$ cat src/rtl/gpio_pwm_csr.sv
// GPIO control/status block on the USI slave bus. Each channel runs in static, PWM or blink mode
// from a shared prescaler. Duty updates are shadowed so they only take effect at a period wrap.
module gpio_pwm_csr #(
  parameter int pBlockAdrsMap = 8,
  parameter int pAdrsMap      = 'h01,
  parameter int pBusAdrsBit   = 32,
  parameter int pChannels     = 8,
  parameter int pPrescaleRst  = 4
) (
  input  logic                   iSysClk,
  input  logic                   iSysRst,
  input  logic [31:0]            iSUsiWd,
  input  logic [pBusAdrsBit-1:0] iSUsiAdrs,
  input  logic                   iSUsiWCke,
  output logic [31:0]            oSUsiRd,
  output logic                   oSUsiVd,
  output logic [pChannels-1:0]   oGpio
);

  localparam logic [pBlockAdrsMap-1:0] BLK_SEL   = pBlockAdrsMap'(pAdrsMap);
  localparam logic [7:0]               OFF_OUT   = 8'h00;
  localparam logic [7:0]               OFF_MODE  = 8'h04;
  localparam logic [7:0]               OFF_PRESC = 8'h08;

  logic                   hit;
  logic [7:0]             off;
  logic                   wr;
  logic                   presc_wr;
  logic                   tick;
  logic                   wrap;
  logic [31:0]            rdata;

  logic [pChannels-1:0]   out_q, out_d;
  logic [2*pChannels-1:0] mode_q, mode_d;
  logic [15:0]            presc_q, presc_d;
  logic [7:0]             duty_q [pChannels];
  logic [7:0]             duty_d [pChannels];
  logic [7:0]             shadow_q [pChannels];
  logic [7:0]             shadow_d [pChannels];
  logic [15:0]            pc_q, pc_d;
  logic [7:0]             cnt_q, cnt_d;
  logic [pChannels-1:0]   gpio_q, gpio_d;
  logic [31:0]            rd_q, rd_d;
  logic                   vd_q, vd_d;

  logic unused_bus_bits;
  assign unused_bus_bits = ^{iSUsiAdrs, iSUsiWd};

  assign hit = (iSUsiAdrs[pBlockAdrsMap+7:8] == BLK_SEL);
  assign off = iSUsiAdrs[7:0];
  assign wr  = iSUsiWCke & hit;

  always_comb begin
    out_d    = out_q;
    mode_d   = mode_q;
    presc_d  = presc_q;
    duty_d   = duty_q;
    presc_wr = 1'b0;
    if (wr) begin
      case (off)
        OFF_OUT:   out_d = iSUsiWd[pChannels-1:0];
        OFF_MODE:  mode_d = iSUsiWd[2*pChannels-1:0];
        OFF_PRESC: begin
          presc_d  = iSUsiWd[15:0];
          presc_wr = 1'b1;
        end
        default: ;
      endcase
      for (int n = 0; n < pChannels; n++) begin
        if (off == 8'(16 + 4 * n)) duty_d[n] = iSUsiWd[7:0];
      end
    end
  end

  // Prescaler, period counter and shadow reload. The wrap tick samples the old DUTY value,
  // so a write landing on that same cycle waits for the following period.
  always_comb begin
    tick     = (pc_q == presc_q);
    pc_d     = (presc_wr || tick) ? 16'd0 : pc_q + 16'd1;
    cnt_d    = tick ? cnt_q + 8'd1 : cnt_q;
    wrap     = tick && (cnt_q == 8'hFF);
    shadow_d = wrap ? duty_q : shadow_q;
  end

  always_comb begin
    gpio_d = '0;
    for (int n = 0; n < pChannels; n++) begin
      case (mode_q[2*n +: 2])
        2'd1:    gpio_d[n] = (cnt_q < shadow_q[n]);
        2'd2:    gpio_d[n] = cnt_q[7];
        default: gpio_d[n] = out_q[n];
      endcase
    end
  end

  always_comb begin
    rdata = '0;
    case (off)
      OFF_OUT:   rdata[pChannels-1:0]   = out_q;
      OFF_MODE:  rdata[2*pChannels-1:0] = mode_q;
      OFF_PRESC: rdata[15:0]            = presc_q;
      default: ;
    endcase
    for (int n = 0; n < pChannels; n++) begin
      if (off == 8'(16 + 4 * n)) rdata[7:0] = duty_q[n];
    end
    rd_d = hit ? rdata : 32'd0;
    vd_d = hit;
  end

  always_ff @(posedge iSysClk) begin
    if (iSysRst) begin
      out_q   <= '1;
      mode_q  <= '0;
      presc_q <= 16'(pPrescaleRst);
      pc_q    <= '0;
      cnt_q   <= '0;
      gpio_q  <= '1;
      rd_q    <= '0;
      vd_q    <= 1'b0;
      for (int n = 0; n < pChannels; n++) begin
        duty_q[n]   <= '0;
        shadow_q[n] <= '0;
      end
    end else begin
      out_q    <= out_d;
      mode_q   <= mode_d;
      presc_q  <= presc_d;
      pc_q     <= pc_d;
      cnt_q    <= cnt_d;
      gpio_q   <= gpio_d;
      rd_q     <= rd_d;
      vd_q     <= vd_d;
      duty_q   <= duty_d;
      shadow_q <= shadow_d;
    end
  end

  assign oSUsiRd = rd_q;
  assign oSUsiVd = vd_q;
  assign oGpio   = gpio_q;

endmodule

$ cat config.mk
export PLATFORM = sky130hd
export DESIGN_NAME = gpio_pwm_csr
export DESIGN_NICKNAME = d
export VERILOG_FILES = /design/src/rtl/gpio_pwm_csr.sv
export SDC_FILE = /design/constraint.sdc
export NUM_CORES = 1
export LEC_CHECK = 0
export CAP_MARGIN = 20
export CORE_AREA = 2 2 216 155
export DETAILED_ROUTE_END_ITERATION = 6
export DIE_AREA = 0 0 218 157
export PLACE_DENSITY = 0.52
export SLEW_MARGIN = 5
export SYNTH_ARGS = -nofsm -noshare
export SYNTH_HDL_FRONTEND = slang
export SYNTH_SLANG_ARGS = --single-unit
$ cat constraint.sdc
create_clock -name iSysClk -period 1.9 [get_ports iSysClk]
set_clock_uncertainty 0.05 [all_clocks]
set_input_delay 0.38 -clock iSysClk [delete_from_list [all_inputs] [get_ports iSysClk]]
set_output_delay 0.38 -clock iSysClk [all_outputs]
set_load 0.05 [all_outputs]
==> flow_summary.yaml, run 1 <==
synth:
  yosys_warnings: 0
  yosysUniqueCellTypes: 64
  yosys_most_used_dff: "dfxtp_1"
  synth_edf_count: 0
  avgSynthCellArea_um2: 8.21
  async_flop_share: 0
  seq_area_frac_synth: 0.391
  syn_inst: 1354
  ys_ff_latch: 217
  synthesis.area_um2: 11100
sta:
  fmax_mhz: 494
  hold_viol: 0
  period_share: 1.07
  rsz0062_at_grt: "yes"
  min_period_ns: 2.02
  final.setup.worst_slack_ns: -0.124
  setup_viol: 86
  maxSlewViolCount: 0
route:
  drc_errors: 0
  drt_iter0_drc: 854
  num_vias: 10452
  via_per_inst: 5.32
  antenna_left: 0
  wl_per_cell_um: 20.4
  routed_wl_um: 40100
  drt_pass1_iterations: 5
grt:
  grt_pass1_vias: 9590
  grt-ovfl-total: 0
  grt_pass1_wl_um: 58300
  grt_max_degree: 75
  grt_usage: 0.224
  antenna_found_initial: 4
critical_path:
  r2r-end: "shadow_q[54]"
  cp_slowest_cell: "dfxtp_2"
  path_cells: "xor2_2 > nor4_2 > buf_4 > buf_6 > and4_4 > buf_8 > buf_12 > nand3_1 > a21oi_1"
  r2r_cells: 9
  crit_path_max_fanout: 8
  required_ns: 2.30
  worstSetupPathType: "reg -> reg"
  r2r_start: "pc_q[15]"
  endpoint_kind: "flip-flop"
  worstPathArrival_ns: 2.43
  ff2ff_setup_slack_ns: -0.12
  worstSetupStartpointType: "flip-flop"
  max_stage_delay_ns: 0.34
pwr:
  switching_power_mw: 2.43
  p_comb_frac: 0.081
  seqPwrFrac: 0.448
  p_int_mw: 7.76
  vdd_ir_drop_max_mv: 0.445
  powerDensity_nw_per_um2: 682
  power_switching_share: 0.238
  p_clk_frac: 0.471
  p_leak_nw: 5.57
placed_design:
  dpl-instance-area_um2: 13200
  place_inst: 1896
  preCtsSetupSlack_ns: -0.615
  place.gp.congestion: 0.847
  port-buffer-count: 59
  dp_hpwl_um: 28200
final_layout:
  design_area_um2: 14900
  nNetsFinal: 1663
  instances_no_fill: 1966
  layout-drive-gt1-share: 0.247
  fillers: 3102
  regArea_um2: 4360
  syn2layout_area_growth_pct: 34.3
  multi_input_area_um2: 6440
hold_path:
  holdCritStartpoint: "iSysRst"
  holdPathStages: 3
  hold_end: "cnt_q[0]"
  hold_class: "in -> reg"
outcome:
  failed_checks: "setup timing"
  status: "finished with violations"
floorplan:
  die_h_um: 157
  die_w_um: 218
  coreArea_um2: 31900
  start_util: 0.348
  pin_count: 108
  rows: 55
  die-area_um2: 34200
cts:
  cts.sinks: 217
  cts.htree.levels: 1
  cts_root_buf: "clkbuf_16"
  cts_buffers: 25
  cts_tree: "yes"
  clk_pin_slew_ns: 0.06
  clock_latency_ns: 0.52
  cts_buffer_depth: 3
  cts_hold_buf: 0
run:
  drv_cap: 0
## power groups by stage
stage | sequential [mW] | combinational (mW) | clock (mW)
2_1_floorplan | 4.67 | 0.377 | 0
3_3_place_gp | 4.67 | 0.692 | 0
3_5_place_dp | 4.67 | 0.692 | 0
4_1_cts | 4.57 | 0.743 | 4.87
5_1_grt | 4.57 | 0.861 | 5.05
6_report | 4.57 | 0.822 | 4.80
## logic make-up (layout without fill, tap and decap cells)
kind of cell,count (synthesis),after routing,share of synthesized area
AO/OA/AOI/OAI,368,368,0.193
XOR/XNOR,31,31,0.0244
adder cells (fa/ha/maj),74,74,0.0833
buffers and inverters,203,371,0.0784
flip-flops,217,217,0.391
multiplexers,37,37,0.0364
other,1,18,0.000338
AND/OR/NAND/NOR,423,423,0.193
## Yosys cell counts (8+ instances only)
cell type	count	area share
a211o_1	9	0.0071
nor2_1	73	0.025
buf_2	24	0.011
a221o_1	16	0.014
a21oi_1	181	0.082
buf_4	17	0.011
o21ai_0	95	0.043
clkbuf_1	69	0.023
nand2b_1	22	0.012
o211ai_1	10	0.0068
ha_1	74	0.083
a22oi_1	10	0.0068
nand3_1	77	0.035
o22ai_1	10	0.0056
o2111ai_1	9	0.0071
mux2i_1	28	0.025
xor2_1	24	0.019
a21o_1	8	0.0054
dfxtp_1	217	0.39
nand2_1	163	0.055
nor2b_1	25	0.014
inv_1	90	0.030
and3_1	8	0.0045
## registers in the layout, summed over array words and instances, names as in the netlist
register / flops
out_q: 8
cnt_q: 8
mode_q: 16
oSUsiVd: 1
presc_q: 16
pc_q: 16
oSUsiRd: 16
oGpio: 8
duty_q: 64
shadow_q: 64
## worst max path at each step
stage	start	end	slack (ns)
floorplan	iSUsiAdrs[4]	duty_q[24]	-0.06
global placement	iSUsiAdrs[5]	presc_q[4]	-0.58
detailed placement	iSUsiAdrs[5]	presc_q[4]	-0.62
CTS	presc_q[1]	shadow_q[63]	-0.11
global route	pc_q[15]	shadow_q[54]	-0.25
finish	pc_q[15]	shadow_q[54]	-0.12
## cells in the final DEF, fill, tap and decap left out, types with 12 or more instances in the layout
master / Yosys / final
a21oi_1: 181 / 151
a21oi_2: 0 / 30
a221o_1: 16 / 16
buf_12: 0 / 23
buf_4: 17 / 153
buf_6: 2 / 12
clkbuf_16: 0 / 34
clkdlybuf4s50_1: 0 / 23
conb_1: 1 / 16
dfxtp_1: 217 / 208
ha_1: 74 / 74
inv_1: 90 / 90
mux2i_1: 28 / 28
nand2_1: 163 / 162
nand2b_1: 22 / 22
nand3_1: 77 / 62
nand3_2: 1 / 13
nor2_1: 73 / 70
nor2b_1: 25 / 25
o21ai_0: 95 / 32
o21ai_1: 1 / 37
o21ai_2: 0 / 24
xor2_1: 24 / 23
## layer usage
layer	vias to the layer above	GRT usage	part of all wire
met5	-	0	0
met4	0	0.0424	0.017
met3	42	0.0431	0.082
met2	357	0.306	0.39
met1	5045	0.355	0.51
li1	5008	-	-
## worst max-delay path, delay by kind of cell (launching register included)
| kind | cells | cell delay [ns] |
|---|---|---|
| buffers and inverters | 4 | 0.57 |
| xor gates and xnor gates | 1 | 0.18 |
| AOI/OAI and AO/OA | 1 | 0.13 |
| DFF | 1 | 0.34 |
| and+or+nand+nor | 3 | 0.66 |
## per-stage QoR
step,power (mW),util,TNS (ns),hold WS (ns)
2_1_floorplan,5.04,-,-0.464,0.391
3_3_place_gp,5.36,0.412,-66.61,0.411
3_5_place_dp,5.36,0.412,-70.79,0.416
4_1_cts,10.2,0.446,-5.17,0.254
5_1_grt,10.5,0.467,-18.03,0.269
6_report,10.2,0.467,-5.85,0.265
## final cells by class
cell class	instances	area share
inverters	90	0.0226
clock inverters	6	0.00537
flip-flops and latches	217	0.292
multi-input cells	949	0.431
diodes	2	0.000335
well taps	427	0.0358
repair buffers	239	0.165
clock buffers	36	0.0480
## repair_timing
item,in CTS,in global routing
endpoints found under the setup margin,114,185
gates cloned,2,10
setup buffers,10,5
gates resized for setup,72,139
pin swaps,20,62
(Power assumes the default switching activity.)
==> run 2: changes to the inputs <==
==> constraint.sdc (replaced) <==
create_clock -name iSysClk -period 1.9 [get_ports iSysClk]
set_clock_uncertainty 0.05 [all_clocks]
set_input_delay 0.38 -clock iSysClk [delete_from_list [all_inputs] [get_ports iSysClk]]
set_output_delay 0.38 -clock iSysClk [all_outputs]
set_load 0.01 [all_outputs]
==> flow_summary.yaml, run 2 (same netlist as run 1, synthesis figures left out) <==
cts:
  cts.htree.levels: 1
  cts_root_buf: "clkbuf_16"
  clk_pin_slew_ns: 0.07
  cts.sinks: 217
  cts_hold_buf: 0
  clock_latency_ns: 0.52
  cts_buffers: 23
  cts_buffer_depth: 3
  cts_tree: "yes"
grt:
  grt-ovfl-total: 0
  grt_max_degree: 67
  antenna_found_initial: 1
  grt_pass1_vias: 9467
  grt_usage: 0.225
  grt_pass1_wl_um: 58900
critical_path:
  worstSetupPathType: "reg -> reg"
  worstPathArrival_ns: 2.36
  endpoint_kind: "flip-flop"
  worstSetupStartpointType: "flip-flop"
  startpoint: "presc_q[6]"
  required_ns: 2.31
  r2r_start: "presc_q[6]"
  crit_path_max_fanout: 7
final_layout:
  utilization: 0.476
  syn2layout_area_growth_pct: 36.7
  final_common_cell: "dfxtp_1"
  layout-drive-gt1-share: 0.259
  fillers: 3108
  diodes: 0
  reg_top3: "duty_q x64, shadow_q x64"
  layout_common_cells: "dfxtp_1 (207), nand2_1 (160), a21oi_1 (154)"
  nNetsFinal: 1666
floorplan:
  die_w_um: 218
  start_util: 0.348
  pin_count: 108
  die_h_um: 157
  rows: 55
  coreArea_um2: 31900
  die-area_um2: 34200
sta:
  period_share: 1.02
  min_period_ns: 1.94
  setup_viol: 25
  final.setup.worst_slack_ns: -0.0442
  fmax_mhz: 514
  hold_viol: 0
  rsz0062_at_grt: "yes"
  maxSlewViolCount: 0
pwr:
  p_leak_nw: 5.52
  total_power_mw: 10.4
  powerDensity_nw_per_um2: 683
  vdd_ir_drop_max_mv: 0.499
route:
  via_per_inst: 5.30
  drt_iter0_drc: 1038
  drt_pass1_iterations: 5
  num_vias: 10440
  routed_wl_um: 39300
  wl_per_cell_um: 20.0
  antenna_left: 0
  drc_errors: 0
placed_design:
  place.gp.congestion: 0.855
  port-buffer-count: 59
  preCtsSetupSlack_ns: -0.609
  dp_hpwl_um: 28400
hold_path:
  hold_class: "in -> reg"
  holdCritStartpoint: "iSysRst"
outcome:
  failed_checks: "setup timing"
  status: "finished with violations"
run:
  drv_cap: 0
[run 2: cell types whose count changed in the layout (fill, tap and decap cells not counted), sizes merged]
| cell | delta |
|---|---|
| clkbuf | -9 |
| clkdlybuf4s50 | +23 |
| dlygate4sd2 | -3 |
| diode | -2 |
| bufinv | +3 |
| dlymetal6s2s | +2 |
| inv | +1 |
| buf | -12 |
| clkinv | -1 |
[run 2: power by group]
| group | switching [mW] | total, mW | internal (mW) |
|---|---|---|---|
| Combinational | 0.432 | 0.753 | 0.321 |
| Clock | 1.96 | 5.05 | 3.10 |
| Sequential | 0.00896 | 4.56 | 4.56 |
[run 2: per-stage QoR]
stage	cell area, µm²	setup TNS [ns]	instances	hold slack (ns)
after floorplan	11200	-0.464	1369	0.391
after global placement	13200	-65.58	1903	0.411
after detailed placement	13200	-71.81	1903	0.417
after CTS	14300	-0.287	1951	0.116
after global routing	15200	-5.58	1968	0.136
final	15200	-0.335	1968	0.118
[run 2: repair_timing]
| item | CTS | global route |
|---|---|---|
| resized for setup | 69 | 191 |
| pin swaps | 21 | 48 |
| buffers inserted | 6 | 14 |
| gates cloned | 2 | 4 |
| setup endpoints to repair | 87 | 173 |
[run 2: path summary, 6_finish.rpt]
path         cells past startpoint  slack (ns)            to
max reg2reg                      8       -0.04      cnt_q[1]
min reg2reg                      2        0.41  shadow_q[26]
max                              8       -0.04      cnt_q[1]
min                              2        0.12      cnt_q[0]
[run 2: area by class of cell]
cell class / instances / area (µm²) / share of cell area
multi-input combinational: 949 / 6690 / 0.441
inverter: 90 / 338 / 0.0222
clock inverter: 9 / 174 / 0.0114
tap: 427 / 534 / 0.0352
sequential: 217 / 4360 / 0.287
clock buffer: 32 / 659 / 0.0434
timing repair buffer: 244 / 2430 / 0.160
[run 2: routing by layer]
metal | routed length (µm) | up-vias | GRT usage | part of all wire
li1 | - | 5008 | - | -
met1 | 19900 | 4998 | 0.368 | 0.51
met2 | 15300 | 384 | 0.296 | 0.39
met3 | 3380 | 48 | 0.0417 | 0.086
met4 | 712 | 2 | 0.0444 | 0.018
met5 | 11 | - | 0 | 0.00028
[run 2: worst max-delay path, cell delays in order (launching register included)]
cell and delay (ns):
dfxtp_1 0.33, xor2_1 0.18, nor4_4 0.37, and4_4 0.37
buf_8 0.16, clkbuf_16 0.16, buf_4 0.10, nand2_1 0.04
a21oi_1 0.10
==> run 3: changes to the inputs <==
--- a/config.mk
+++ b/config.mk
@@ -9,7 +9,7 @@
 export CORE_AREA = 2 2 216 155
 export DETAILED_ROUTE_END_ITERATION = 6
 export DIE_AREA = 0 0 218 157
-export PLACE_DENSITY = 0.52
+export PLACE_DENSITY = 0.64
 export SLEW_MARGIN = 5
 export SYNTH_ARGS = -nofsm -noshare
 export SYNTH_HDL_FRONTEND = slang
==> flow_summary.yaml, run 3 (same netlist as run 1, synthesis figures left out) <==
pwr:
  p_leak_nw: 5.54
  total_power_mw: 10.2
  vdd_ir_drop_max_mv: 0.545
  powerDensity_nw_per_um2: 669
sta:
  setup_viol: 88
  min_period_ns: 2.07
  final.setup.worst_slack_ns: -0.173
  rsz0062_at_grt: "yes"
  period_share: 1.09
  hold_viol: 0
  fmax_mhz: 482
  fin_setup_tns_ns: -7.89
  maxSlewViolCount: 0
route:
  top_layer: "met4"
  num_vias: 10711
  wl_met2_um: 16700
  antenna_left: 0
  via_per_inst: 5.43
  drt_iter0_drc: 1079
  wl_met3_um: 4080
  drc_errors: 0
  wl_met1_um: 18200
  wl_per_cell_um: 20.0
  drt_pass1_iterations: 5
  routed_wl_um: 39500
floorplan:
  die-area_um2: 34200
  rows: 55
  start_util: 0.348
  die_h_um: 157
  coreArea_um2: 31900
  die_w_um: 218
  pin_count: 108
hold_path:
  hold_class: "in -> reg"
  holdCritStartpoint: "iSysRst"
placed_design:
  dp_hpwl_um: 27200
  port-buffer-count: 59
  place.gp.congestion: 0.945
run:
  drv_cap: 0
cts:
  cts_buffer_depth: 3
  clk_pin_slew_ns: 0.06
  cts.sinks: 217
  clock_latency_ns: 0.53
  cts_root_buf: "clkbuf_16"
  cts_buffers: 24
  cts_tree: "yes"
  cts.htree.levels: 1
critical_path:
  r2r_start: "presc_q[5]"
  crit_path_max_fanout: 8
  startpoint: "presc_q[5]"
  worstSetupPathType: "reg -> reg"
  required_ns: 2.31
  endpoint_kind: "flip-flop"
  worstPathArrival_ns: 2.48
  worstSetupStartpointType: "flip-flop"
outcome:
  status: "finished with violations"
  failed_checks: "setup timing"
grt:
  antenna_found_initial: 0
  grt-ovfl-total: 0
  grt_pass1_vias: 10112
  grt_pass1_wl_um: 58600
  grt_max_degree: 79
  grt_usage: 0.220
final_layout:
  multi_input_area_um2: 6720
  layout-drive-gt1-share: 0.265
  layout_common_cells: "dfxtp_1 (203), nand2_1 (161), a21oi_1 (159)"
  nNetsFinal: 1670
  diodes: 0
  regArea_um2: 4360
  reg_top3: "duty_q x64, shadow_q x64"
  syn2layout_area_growth_pct: 37.2
  utilization: 0.477
  final_common_cell: "dfxtp_1"
  fillers: 2996
-- run 3: through the flow --
step	std cells	area, µm²	setup WS [ns]	hold WS (ns)
after floorplan	1369	11200	-0.0576	0.391
after global placement	1904	13200	-0.666	0.409
after detailed placement	1904	13200	-0.651	0.417
after CTS	1960	14400	-0.148	0.164
after global routing	1974	15200	-0.250	0.188
final	1974	15200	-0.173	0.173
-- run 3: worst paths after layout --
path	slack [ns]	cells past startpoint	endpoint
worst min register to register	0.41	2	shadow_q[6]
worst min-delay path	0.17	2	shadow_q[22]
worst max register to register	-0.17	8	shadow_q[28]
worst max-delay path	-0.17	8	shadow_q[28]
-- run 3: repair_timing --
| action | in CTS | in global routing |
|---|---|---|
| endpoints found under the hold margin | 0 | 0 |
| setup buffers | 9 | 7 |
| gates cloned | 3 | 7 |
| resized for setup | 88 | 177 |
| hold buffers | 0 | 0 |
| endpoints found under the setup margin | 133 | 162 |
| pin swaps | 34 | 57 |
-- run 3: layer usage --
| metal | GRT usage | up-vias |
|---|---|---|
| met4 | 0.0389 | 0 |
| met5 | 0 | - |
| met2 | 0.322 | 459 |
| met3 | 0.0586 | 37 |
| met1 | 0.325 | 5196 |
| li1 | - | 5019 |
-- run 3: cell type report --
cell class / instances / share of cell area
tap: 427 / 0.0351
multi-input combinational: 949 / 0.441
inverter: 90 / 0.0222
sequential: 217 / 0.286
clock inverter: 13 / 0.00788
timing repair buffer: 247 / 0.162
clock buffer: 31 / 0.0458
-- run 3: report_power, final --
group	switching [mW]	total [mW]	internal [mW]
sequential	0.00757	4.56	4.56
clock	1.99	4.85	2.86
combinational	0.446	0.785	0.338
-- run 3: worst max-delay path, cell delays in order, from the launching register on --
cell	delay, ns
dfxtp_2	0.34
xor2_2	0.19
nor4_4	0.44
and4_4	0.35
buf_12	0.15
buf_16	0.14
buf_12	0.13
nand3_1	0.08
a21oi_1	0.13
